**config.mk**
```make
export PLATFORM = sky130hd
export DESIGN_NAME = mem_msg_master
export DESIGN_NICKNAME = d
export VERILOG_FILES = /design/src/rtl/mem_msg_master.sv
export SDC_FILE = /design/constraint.sdc
export NUM_CORES = 1
export LEC_CHECK = 0
export CAP_MARGIN = 20
export CORE_ASPECT_RATIO = 2
export CORE_UTILIZATION = 38
export CTS_BUF_LIST = sky130_fd_sc_hd__clkbuf_8
export DETAILED_ROUTE_END_ITERATION = 12
export PLACE_DENSITY = 0.91
export SYNTH_ARGS = -nofsm -noshare
export SYNTH_HDL_FRONTEND = slang
export SYNTH_SLANG_ARGS = --single-unit
```
**constraint.sdc**
```tcl
create_clock -name CLK -period 11.8 [get_ports CLK]
set_clock_uncertainty 0.15 [all_clocks]
set_input_delay 3.54 -clock CLK [delete_from_list [all_inputs] [get_ports CLK]]
set_output_delay 3.54 -clock CLK [all_outputs]
set_load 0.01 [all_outputs]
```
**src/rtl/mem_msg_master.sv**
```systemverilog
// CPU-side master for the simulation memory link: packs core requests
// into channel-0 messages and returns read data from response messages.
module mem_msg_master (
   input  logic        CLK,
   input  logic        RST,
   input  logic        req_valid,
   output logic        req_ready,
   input  logic        req_write,
   input  logic [31:0] req_addr,
   input  logic [31:0] req_wdata,
   input  logic [3:0]  req_mask,
   output logic        resp_valid,
   output logic [31:0] resp_rdata,
   output logic        err,
   output logic        msg_send_flag,
   output logic [4:0]  msg_send_length,
   output logic [71:0] msg_send_data,
   input  logic        msg_sendable,
   input  logic        msg_recvable,
   input  logic [4:0]  msg_recv_length,
   input  logic [71:0] msg_recv_data,
   output logic        msg_recv_flag
);

   typedef enum logic [1:0] {
      IDLE,
      SEND,
      WAIT
   } state_e;

   state_e      state_q;
   logic        write_q;
   logic        holdoff_q;
   logic        resp_valid_q;
   logic [31:0] rdata_q;
   logic        err_q;
   logic        send_flag_q;
   logic [4:0]  send_len_q;
   logic [71:0] send_data_q;
   logic        recv_flag_q;

   logic [4:0]  send_len_d;
   logic [71:0] send_data_d;
   logic        pop_ok;
   logic        unused_recv_bits;

   // Transport status lags a pop by one cycle, so ignore it right after one.
   assign pop_ok    = msg_recvable && !holdoff_q;
   assign req_ready = (state_q == IDLE);

   assign unused_recv_bits = ^msg_recv_data[71:32];

   always_comb begin
      send_len_d  = 5'd5;
      send_data_d = {40'h0, req_addr};
      if (req_write) begin
         send_len_d  = 5'd9;
         send_data_d = {4'h0, req_mask, req_addr, req_wdata};
      end
   end

   always_ff @(posedge CLK or posedge RST) begin
      if (RST) begin
         state_q      <= IDLE;
         write_q      <= 1'b0;
         holdoff_q    <= 1'b0;
         resp_valid_q <= 1'b0;
         rdata_q      <= 32'h0;
         err_q        <= 1'b0;
         send_flag_q  <= 1'b0;
         send_len_q   <= 5'd0;
         send_data_q  <= 72'h0;
         recv_flag_q  <= 1'b0;
      end else begin
         send_flag_q  <= 1'b0;
         recv_flag_q  <= 1'b0;
         resp_valid_q <= 1'b0;
         holdoff_q    <= 1'b0;
         unique case (state_q)
            IDLE: begin
               if (req_valid) begin
                  send_len_q  <= send_len_d;
                  send_data_q <= send_data_d;
                  write_q     <= req_write;
                  state_q     <= SEND;
               end
               if (pop_ok) begin
                  recv_flag_q <= 1'b1;
                  holdoff_q   <= 1'b1;
                  err_q       <= 1'b1;
               end
            end
            SEND: begin
               if (pop_ok) begin
                  recv_flag_q <= 1'b1;
                  holdoff_q   <= 1'b1;
                  err_q       <= 1'b1;
               end
               if (msg_sendable) begin
                  send_flag_q <= 1'b1;
                  // Writes complete on the push; the memory never acks them.
                  if (write_q) begin
                     resp_valid_q <= 1'b1;
                     state_q      <= IDLE;
                  end else begin
                     state_q <= WAIT;
                  end
               end
            end
            WAIT: begin
               if (pop_ok) begin
                  recv_flag_q  <= 1'b1;
                  holdoff_q    <= 1'b1;
                  resp_valid_q <= 1'b1;
                  rdata_q      <= msg_recv_data[31:0];
                  if (msg_recv_length != 5'd4) err_q <= 1'b1;
                  state_q      <= IDLE;
               end
            end
            default: state_q <= IDLE;
         endcase
      end
   end

   assign resp_valid      = resp_valid_q;
   assign resp_rdata      = rdata_q;
   assign err             = err_q;
   assign msg_send_flag   = send_flag_q;
   assign msg_send_length = send_len_q;
   assign msg_send_data   = send_data_q;
   assign msg_recv_flag   = recv_flag_q;

endmodule

```
==> impl_metrics.py <==
metrics = {
    "cells_and_area": {
        "seqCellArea_um2": 2728,
        "final_net_count": 769,
        "antenna-diode-count": 0,
        "layout.cells.most_common": "clkdlybuf4s50_1",
        "multi_input_combinational_cell_area_um2": 1747,
        "layout-drive-gt1-share_pct": 8.885,
        "final.fill_count": 939,
        "area_growth_syn_to_layout_pct": 51.48,
        "top_library_cells_by_usage_in_the_layout_fill_and_taps_aside": "clkdlybuf4s50_1 (217), nand2_1 (109), dfrtp_1 (109)",
        "finalNonFillerCells": 764,
        "final_cell_utilization_of_the_core_pct": 59.64,
    },
    "timing": {
        "hold_slack_ns": 0.3248,
        "setup_viol_count_final": 0,
        "final-max-slew-violation-count": 0,
        "grt_setup_unrepaired": "no",
        "timing.max_slew.rel_slack_pct": 28.79,
        "tightest_slew_ns": 1.064,
        "finalHoldViolCount": 0,
        "post_route_setup_tns_ns": 0,
        "layout_worst_path_cycle_share_pct": 46.24,
        "layout_min_cycle_time_ns": 5.456,
        "clock.fmax_mhz": 183.3,
    },
    "placement": {
        "numPortBuffers": 218,
        "detailed_place_hpwl_mm": 9.419,
        "finalWeightedCongestion": 0.7885,
        "dpl.cell_count": 748,
    },
    "clock_tree": {
        "cts_root_buffer": "clkbuf_8",
        "postCtsResizedCells": 0,
        "cts_sinks": 109,
        "cts_hold_buffers": 0,
        "tritoncts.num_buffers": 9,
        "number_of_buffers_inserted_by_post_cts_setup_repair": 0,
        "clockBufferDepth": 2,
        "cts_tree": "done",
        "clkTransAtPathRegs_ns": 0.11,
        "clock_h_tree_levels": 3,
        "clk_latency_ns": 0.36,
    },
    "power_and_ir_drop": {
        "vdd_ir_drop_max_mv": 0.1330,
        "power_density_nw_per_um2": 235.8,
        "netSwitchingFraction_pct": 33.93,
        "share_clk_of_total_power_pct": 13.2,
        "p_sw_mw": 0.5650,
        "combinationalPowerShare_pct": 47.8,
        "share_seq_of_total_power_pct": 39.0,
        "total_internal_power_mw": 1.100,
        "total_leakage_power_nw": 3.346,
        "total_power_mw": 1.665,
    },
    "die": {
        "io_pins": 265,
        "rows": 56,
        "die-width_um": 80.32,
        "coreArea_um2": 11840,
        "die_y_um": 158.6,
        "initial_core_utilization_pct": 39.37,
        "fp.dieArea_um2": 12740,
    },
    "worst_setup_path": {
        "critical_path_class": "register to output pin",
        "crit_path_start": "state_q[1]$_DFFE_PP0P_",
        "cp_data_arrival_time_ns": 1.77,
        "critical_path.n_buffers_inverters": 2,
        "worstReg2RegStart": "state_q[0]$_DFFE_PP0P_",
        "crit_path_cell_trace": "inv_1, ha_1, clkdlybuf4s50_1",
        "crit_path_max_incr_delay_ns": 0.60,
        "cp_endpoint_kind": "output pin",
        "cpMaxStageDelayCell": "clkdlybuf4s50_1",
        "crit_fanout": 6,
        "cp.required_ns": 8.11,
        "worstSetupStartpointType": "register",
        "timing.critical_path.max_delay_family": "buffers and inverters",
    },
    "min_path": {
        "min-delay-start": "msg_send_data[53]$_DFFE_PP0P_",
        "min_path_type": "register to register",
    },
    "global_routing": {
        "top_usage_layer": "met2",
        "gr-usage-met2_pct": 38.01,
        "first_global_vias": 3802,
        "antenna_found_initial": 0,
        "met1_usage_pct": 20.90,
        "grt.met3_usage_pct": 4.183,
        "grt_remaining_overflow": 0,
        "wire_length_of_the_first_global_routing_pass_mm": 19.04,
        "gr-usage-all-layers_pct": 19.97,
        "maximum_number_of_pins_on_one_net_before_global_route_repair": 105,
    },
    "yosys": {
        "yosys-top-cells-area": "dfrtp_1 (59%), mux2_4 (9.3%), nand2_1 (8.9%), mux2i_1 (7.1%), nand3_1 (3.9%)",
        "yosysWarnings": 0,
        "synth_seq_cells": 109,
        "area_share_of_the_largest_cell_type_after_synthesis_pct": 58.51,
        "yosys_most_used_dff": "dfrtp_1",
        "postSynthAreaPerCell_um2": 11.34,
        "postSynthCellCount": 411,
        "synth_seq_area_share_pct": 58.51,
        "synth-async-reset-ratio_pct": 100.0,
        "post_synth_top_area_cell": "dfrtp_1",
        "cell_area_after_technology_mapping_um2": 4662,
        "synth_cell_type_count": 27,
        "synth_enable_flop_cells": 0,
    },
    "detailed_routing": {
        "drt-wirelength-per-cell_um": 16.58,
        "viasPerCell": 4.880,
        "detail-route-antenna-nets": 0,
        "detail_route.drc_violations": 0,
        "drtPass1Iterations": 6,
        "wirelength_mm": 12.67,
        "drt-initial-drc-count": 128,
        "vias": 3728,
    },
    "flow_run": {
        "max_cap_violations": 0,
    },
    "outcome": {
        "run_status": "completed",
    },
}
## tightest hold or removal path: cells and delay by family, from the launching register on
| kind | cells | cell delay (ns) |
|---|---|---|
| simple gates | 2 | 0.10 |
| flops | 1 | 0.35 |
## through the flow
stage	cell area (µm²)	setup slack, ns
floorplan	4681	5.236
global placement	6869	6.184
detailed placement	6869	6.113
CTS	7062	6.304
global route	7062	6.217
finish	7062	6.344
## per-layer routing
metal	part of all wire (%)	wire, µm
met3	6.3	796
met1	36	4567
met2	56	7064
met4	1.9	236
met5	0	0
## final timing paths
path / end / slack [ns] / depth (start not counted)
setup / recovery: req_ready / 6.34 / 3
hold / removal: msg_send_data[53]$_DFFE_PP0P_ / 0.32 / 2
setup reg to reg: resp_rdata[25]$_DFFE_PP0P_ / 9.56 / 4
hold reg to reg: msg_send_data[53]$_DFFE_PP0P_ / 0.32 / 2
max in group asynchronous: msg_send_data[28]$_DFFE_PP0P_ / 6.83 / 3
min in group asynchronous: msg_send_data[57]$_DFFE_PP0P_ / 3.44 / 2
## cell type report
| type | count | area share (%) |
|---|---|---|
| Clock buffer | 11 | 2.144 |
| Clock inverter | 5 | 0.5847 |
| Inverter | 5 | 0.3012 |
| Multi-Input combinational cell | 269 | 24.73 |
| Sequential cell | 109 | 38.63 |
| Tap cell | 145 | 2.569 |
| Timing Repair Buffer | 220 | 31.04 |
## cell usage after synthesis (all sizes together), types with 2 or more instances
cell,instances
ha,4
and2,2
nand3,36
inv,5
buf,22
o21ai,33
mux2,33
clkbuf,11
nand2,111
nand2b,3
mux2i,33
dfrtp,109
## sequential cells by signal, summed over array words and instances (netlist names)
signal	cells
msg_send_data	68
resp_rdata	32
msg_send_length	3
state_q	2
err	1
msg_recv_flag	1
msg_send_flag	1
resp_valid	1
## logic make-up after synthesis
group / share of synthesized area, %
adder cells (fa/ha/maj): 1.074
multiplexers: 17.39
other: 0.08044
flip-flops: 58.51
AND/OR/NAND/NOR: 14.25
AO/OA/AOI/OAI: 4.106
buffers and inverters: 4.589
## power groups by stage
stage               clock [mW]  sequential, mW  combinational [mW]
finish                   0.220           0.650               0.796
CTS                      0.228           0.651               0.809
global route             0.242           0.670               0.860
floorplan                    0           0.727               0.264
detailed placement           0           0.659               0.806
global placement             0           0.640               0.782
Power figures use the tool's default switching activity.
